--- src/rtl/pc_fetch_ctrl_if.sv ---
// rtl/pc_fetch_ctrl_if.sv - instruction-memory and decode handshakes of the fetch sequencer
interface pc_fetch_ctrl_if;
    logic        imem_req;
    logic [31:0] imem_addr;
    logic        imem_ack;
    logic [31:0] imem_rdata;
    logic [31:0] instr;
    logic [31:0] instr_pc;
    logic        instr_valid;
    logic        instr_ready;

    modport master (
        output imem_req, imem_addr, instr, instr_pc, instr_valid,
        input  imem_ack, imem_rdata, instr_ready
    );

    modport slave (
        input  imem_req, imem_addr, instr, instr_pc, instr_valid,
        output imem_ack, imem_rdata, instr_ready
    );
endinterface

--- src/rtl/pc_fetch_ctrl.sv ---
// rtl/pc_fetch_ctrl.sv - program counter owner, imem fetch sequencer and redirect handling
module pc_fetch_ctrl #(
    parameter logic [31:0] RESET_PC = 32'h0000_0000,
    parameter logic [31:0] EXC_VEC  = 32'h0000_0080
) (
    input  logic                   clk,
    input  logic                   rst,
    input  logic                   br_taken,
    input  logic [31:0]            br_target,
    input  logic                   jmp,
    input  logic [31:0]            jmp_target,
    input  logic                   exc,
    pc_fetch_ctrl_if.master        bus,
    output logic [31:0]            pc
);

    typedef enum logic [1:0] {IDLE, FETCH, HOLD} state_t;

    state_t      state, state_d;
    logic [31:0] pc_d;
    logic        req_q, req_d;
    logic        valid_q, valid_d;
    logic [31:0] instr_q, instr_d;
    logic [31:0] instr_pc_q, instr_pc_d;
    logic        pend_valid, pend_valid_d;
    logic [31:0] pend_target, pend_target_d;
    logic        redirect;
    logic [31:0] redirect_raw;
    logic [31:0] redirect_target;

    always_comb begin
        redirect     = exc | jmp | br_taken;
        redirect_raw = br_target;
        if (exc) begin
            redirect_raw = EXC_VEC;
        end else if (jmp) begin
            redirect_raw = jmp_target;
        end
        redirect_target = {redirect_raw[31:2], 2'b00};
    end

    always_ff @(posedge clk or negedge rst) begin
        if (!rst) begin
            state       <= IDLE;
            pc          <= RESET_PC;
            req_q       <= 1'b0;
            valid_q     <= 1'b0;
            instr_q     <= 32'h0;
            instr_pc_q  <= 32'h0;
            pend_valid  <= 1'b0;
            pend_target <= 32'h0;
        end else begin
            state       <= state_d;
            pc          <= pc_d;
            req_q       <= req_d;
            valid_q     <= valid_d;
            instr_q     <= instr_d;
            instr_pc_q  <= instr_pc_d;
            pend_valid  <= pend_valid_d;
            pend_target <= pend_target_d;
        end
    end

    always_comb begin
        state_d       = state;
        pc_d          = pc;
        req_d         = req_q;
        valid_d       = valid_q;
        instr_d       = instr_q;
        instr_pc_d    = instr_pc_q;
        pend_valid_d  = pend_valid;
        pend_target_d = pend_target;
        case (state)
            IDLE: begin
                state_d = FETCH;
                req_d   = 1'b1;
                if (redirect) begin
                    pc_d = redirect_target;
                end
            end
            FETCH: begin
                req_d = 1'b1;
                if (bus.imem_ack) begin
                    // Data returned for a superseded address is dropped; refetch at the new target.
                    if (redirect) begin
                        pc_d         = redirect_target;
                        pend_valid_d = 1'b0;
                    end else if (pend_valid) begin
                        pc_d         = pend_target;
                        pend_valid_d = 1'b0;
                    end else begin
                        instr_d    = bus.imem_rdata;
                        instr_pc_d = pc;
                        valid_d    = 1'b1;
                        req_d      = 1'b0;
                        state_d    = HOLD;
                    end
                end else if (redirect) begin
                    pend_valid_d  = 1'b1;
                    pend_target_d = redirect_target;
                end
            end
            HOLD: begin
                // A redirect beats a simultaneous decode handshake: the held word is flushed.
                if (redirect) begin
                    valid_d = 1'b0;
                    pc_d    = redirect_target;
                    req_d   = 1'b1;
                    state_d = FETCH;
                end else if (bus.instr_ready) begin
                    valid_d = 1'b0;
                    pc_d    = pc + 32'd4;
                    req_d   = 1'b1;
                    state_d = FETCH;
                end
            end
            default: begin
                state_d = IDLE;
                req_d   = 1'b0;
                valid_d = 1'b0;
            end
        endcase
    end

    assign bus.imem_req    = req_q;
    assign bus.imem_addr   = pc;
    assign bus.instr       = instr_q;
    assign bus.instr_pc    = instr_pc_q;
    assign bus.instr_valid = valid_q;

endmodule

--- src/flat_wrapper.sv ---
// flat-port wrapper written by rule: the top's interface ports become plain ports
module pc_fetch_ctrl_flat 
#(
    parameter logic [31:0] RESET_PC = 32'h0000_0000,
    parameter logic [31:0] EXC_VEC  = 32'h0000_0080
)
  (clk, rst, br_taken, br_target, jmp, jmp_target, exc, pc, bus_imem_req, bus_imem_addr, bus_instr, bus_instr_pc, bus_instr_valid, bus_imem_ack, bus_imem_rdata, bus_instr_ready);
  pc_fetch_ctrl_if bus_i ();
  input  logic clk;
  input  logic rst;
  input  logic br_taken;
  input  logic [31:0] br_target;
  input  logic jmp;
  input  logic [31:0] jmp_target;
  input  logic exc;
  output logic [31:0] pc;
  output wire logic [$bits(bus_i.imem_req)-1:0] bus_imem_req;
  output wire logic [$bits(bus_i.imem_addr)-1:0] bus_imem_addr;
  output wire logic [$bits(bus_i.instr)-1:0] bus_instr;
  output wire logic [$bits(bus_i.instr_pc)-1:0] bus_instr_pc;
  output wire logic [$bits(bus_i.instr_valid)-1:0] bus_instr_valid;
  input wire logic [$bits(bus_i.imem_ack)-1:0] bus_imem_ack;
  input wire logic [$bits(bus_i.imem_rdata)-1:0] bus_imem_rdata;
  input wire logic [$bits(bus_i.instr_ready)-1:0] bus_instr_ready;
  assign bus_imem_req = bus_i.imem_req;
  assign bus_imem_addr = bus_i.imem_addr;
  assign bus_instr = bus_i.instr;
  assign bus_instr_pc = bus_i.instr_pc;
  assign bus_instr_valid = bus_i.instr_valid;
  assign bus_i.imem_ack = bus_imem_ack;
  assign bus_i.imem_rdata = bus_imem_rdata;
  assign bus_i.instr_ready = bus_instr_ready;
  pc_fetch_ctrl #(.RESET_PC(RESET_PC), .EXC_VEC(EXC_VEC)) u_core (.clk(clk), .rst(rst), .br_taken(br_taken), .br_target(br_target), .jmp(jmp), .jmp_target(jmp_target), .exc(exc), .bus(bus_i), .pc(pc));
endmodule
--- config.mk ---
export PLATFORM = sky130hd
export DESIGN_NAME = pc_fetch_ctrl_flat
export DESIGN_NICKNAME = d
export VERILOG_FILES = /design/src/rtl/pc_fetch_ctrl_if.sv /design/src/rtl/pc_fetch_ctrl.sv /design/src/flat_wrapper.sv
export SDC_FILE = /design/constraint.sdc
export NUM_CORES = 1
export LEC_CHECK = 0
export ABC_AREA = 1
export BUFFER_PORTS_ARGS = -buffer_cell sky130_fd_sc_hd__buf_2
export CAP_MARGIN = 20
export CELL_PAD_IN_SITES_DETAIL_PLACEMENT = 1
export CELL_PAD_IN_SITES_GLOBAL_PLACEMENT = 2
export CORE_ASPECT_RATIO = 1.2
export CORE_UTILIZATION = 30
export CTS_CLUSTER_SIZE = 20
export DETAILED_ROUTE_END_ITERATION = 16
export PLACE_DENSITY_LB_ADDON = 0.1
export SLEW_MARGIN = 20
export SYNTH_ARGS = -nofsm -noshare
export SYNTH_HDL_FRONTEND = slang
export SYNTH_SLANG_ARGS = --single-unit
--- constraint.sdc ---
create_clock -name clk -period 5.3 [get_ports clk]
set_input_delay 0.795 -clock clk [delete_from_list [all_inputs] [get_ports clk]]
set_output_delay 0.795 -clock clk [all_outputs]
set_load 0.03 [all_outputs]
==> flow_summary.yaml <==
floorplan:
  rows: 61
  core_area_mm2: 0.0232
  die_width_um: 143
  dieHeight_um: 171
  pin_count: 233
  start_util_pct: 30.7
  die_area_mm2: 0.0243
timing:
  hold_viol_final: 0
  max_freq_mhz: 321
  worst_pin_slew_ns: 0.903
  finalSetupViolations: 0
  fin_crit_ns: 3.11
  maxSlewHeadroom_pct: 39.8
  fin_tns_setup_ns: 0
  timing.final.crit_share_pct: 58.7
  rsz0062_at_grt: "false"
  clock_skew_ns: 0.00971
  drv_slew: 0
logic_synthesis:
  synthFlopType: "dfrtp_1"
  ys_top_cells_by_count: "274 x nand2_1, 131 x nor2_1, 127 x dfrtp_1"
  syn-cell-area_mm2: 0.00712
  synth-edff-count: 0
  ys_warn_count: 0
  syn_avg_cell_area_um2: 7.75
  synth_compound_area_share_pct: 12.3
  synth-seq-cells: 127
  ys_async_sr_fraction_pct: 100
  synth-xor-area-share_pct: 0.738
  synth_top_family_by_area: "simple AND/OR/NAND/NOR gates"
  synth_top_area_cell: "dfrtp_1"
  synth-simple-area-share_pct: 24.9
  synth_area_leaders: "dfrtp_1 45%, nand2_1 14%, nor2_1 6.9%"
  synthCells: 919
  synth_mux_area_share_pct: 6.96
  ys_types: 37
  ys_seq_area_share_pct: 44.6
  synthMostInstantiatedCell: "nand2_1"
  synth_top_cell_area_share_pct: 44.6
  synthAdderAreaFrac_pct: 1.05
global_route:
  grt_max_degree: 81
  grtUsageTotal_pct: 19.8
  overflow: 0
  grt_pass1_vias: 6384
  antenna_found_initial: 0
  grt_pass1_wl_um: 36700
worst_hold_path:
  hold_path_class: "input pin to async pin"
final_layout:
  fillers: 2974
  ff_latch_area_mm2: 0.00318
  drive_above_1_share_pct: 28.3
  instances_no_fill: 1424
  diodes: 0
  multi_input_area_mm2: 0.00329
  fin_nets: 1205
  syn2layout_area_growth_pct: 23.5
routing:
  drc: 0
  dr.pass1.iters: 4
  vias_per_cell: 4.54
  via_count: 6458
  drtIter0Drc: 297
  wirelength_um: 23300
  wire_per_inst_um: 16.4
  ant_nets: 0
outcome:
  status: "finished, final reports clean"
clock_network:
  cts_buffers: 17
  cts_hold_repair.buffers: 0
  clock_path_buffers: 2
  cts_num_sinks: 127
  htree_levels: 4
  path_clk_slew_ns: 0.06
  ctsResizeCount: 0
  cts_tree: "built"
  cts_root_buf: "clkbuf_16"
  clk_latency_ns: 0.43
  cts_setup_buffers: 0
setup_path:
  crit_fanout: 50
  crit_type: "input pin to flop"
  critical_path_required_ns: 5.58
  r2r_slack_ns: 2.25
  cp.arrival_ns: 3.40
  start_kind: "input pin"
  end_kind: "flop"
  r2r_start: "u_core.state[1]"
  reg2regPathDepth: 10
  reg2reg_to: "u_core.pend_target[23]"
placement:
  gp_congestion: 0.771
  portBuffers: 222
  dpl.cell_count: 1392
  post-dp-hpwl_um: 17300
run:
  drv_cap: 0
pwr:
  p_total_w: 0.00569
  powerDensity_mw_per_mm2: 648
  leakage_nw: 4.47
  vdd_drop_max_v: 0.000207
## worst max path at each step
stage | start | end | slack, ns
final | exc | u_core.pend_target[23] | 2.19
after global routing | exc | u_core.pend_target[27] | 1.87
after CTS | exc | u_core.pend_target[19] | 2.16
after detailed placement | exc | u_core.pend_target[19] | 1.73
after global placement | exc | u_core.pend_target[23] | 1.76
after floorplan | jmp | u_core.bus.instr[14] | 3.31
## cell families (layout without fill, tap and decap cells)
group	after synthesis	after routing
compound gates	168	168
buf+inv	122	307
xor+xnor	6	6
flops	127	127
mux	44	44
other cells	1	6
fa+ha+maj	6	6
simple gates	445	445
## critical path, cell delays in order
cell and delay, ns:
buf_2 0.34, inv_2 0.16, nand2_4 0.28, inv_4 0.20
nor2_4 0.18, inv_2 0.05, nor2_1 0.55, inv_2 0.54
nand2_1 0.18, o21ai_1 0.07
## placed cells by master (no fill, tap or decap), types with 6 or more instances in the layout
cell,netlist,routed
conb_1,1,6
mux2_1,6,6
buf_2,20,221
ha_1,6,6
inv_1,37,37
mux2_2,38,38
o21ai_1,31,31
nor2_1,131,131
clkbuf_16,0,17
a21oi_1,72,72
nand2_1,274,274
dfrtp_1,127,127
nand3_1,26,26
o21ai_0,51,51
buf_4,44,8
## power breakdown
part	internal (W)	total [W]	switching (W)
Clock	0.000702	0.00118	0.000475
Combinational	0.000809	0.00273	0.00192
Sequential	0.00141	0.00178	0.000373
Total	0.00292	0.00569	0.00277
## final cells by class
type                       instances  area share (%)
clock buffer                      19            4.92
clock inverter                    13            1.75
inverter                          46            1.99
multi-input combinational        675            37.5
sequential                       127            36.1
tap                              315            4.48
timing repair buffer             229            13.3
## state kept, by name, indices dropped and copies added (netlist names)
name	count
u_core.bus.imem_addr	30
u_core.bus.instr_pc	30
u_core.state	2
u_core.pend_valid	1
u_core.bus.imem_req	1
u_core.bus.instr_valid	1
u_core.bus.instr	32
u_core.pend_target	30
## through the flow
stage,setup WS (ns),hold slack (ns),util [%],instance area [um2]
floorplan,3.31,0.442,-,7140
global placement,1.76,0.455,35.4,8210
detailed placement,1.73,0.459,35.4,8210
CTS,2.16,0.365,37.9,8790
global route,1.87,0.381,37.9,8790
finish,2.19,0.356,37.9,8790
## routing by layer
| layer | wire length, um | vias up | GRT usage [%] |
|---|---|---|---|
| li1 | - | 3277 | - |
| met1 | 11800 | 2985 | 28.2 |
| met2 | 10300 | 183 | 30.9 |
| met3 | 1020 | 13 | 3.36 |
| met4 | 214 | 0 | 5.33 |
| met5 | 0 | - | 0 |
No activity file was read; power rests on OpenSTA's default activity.
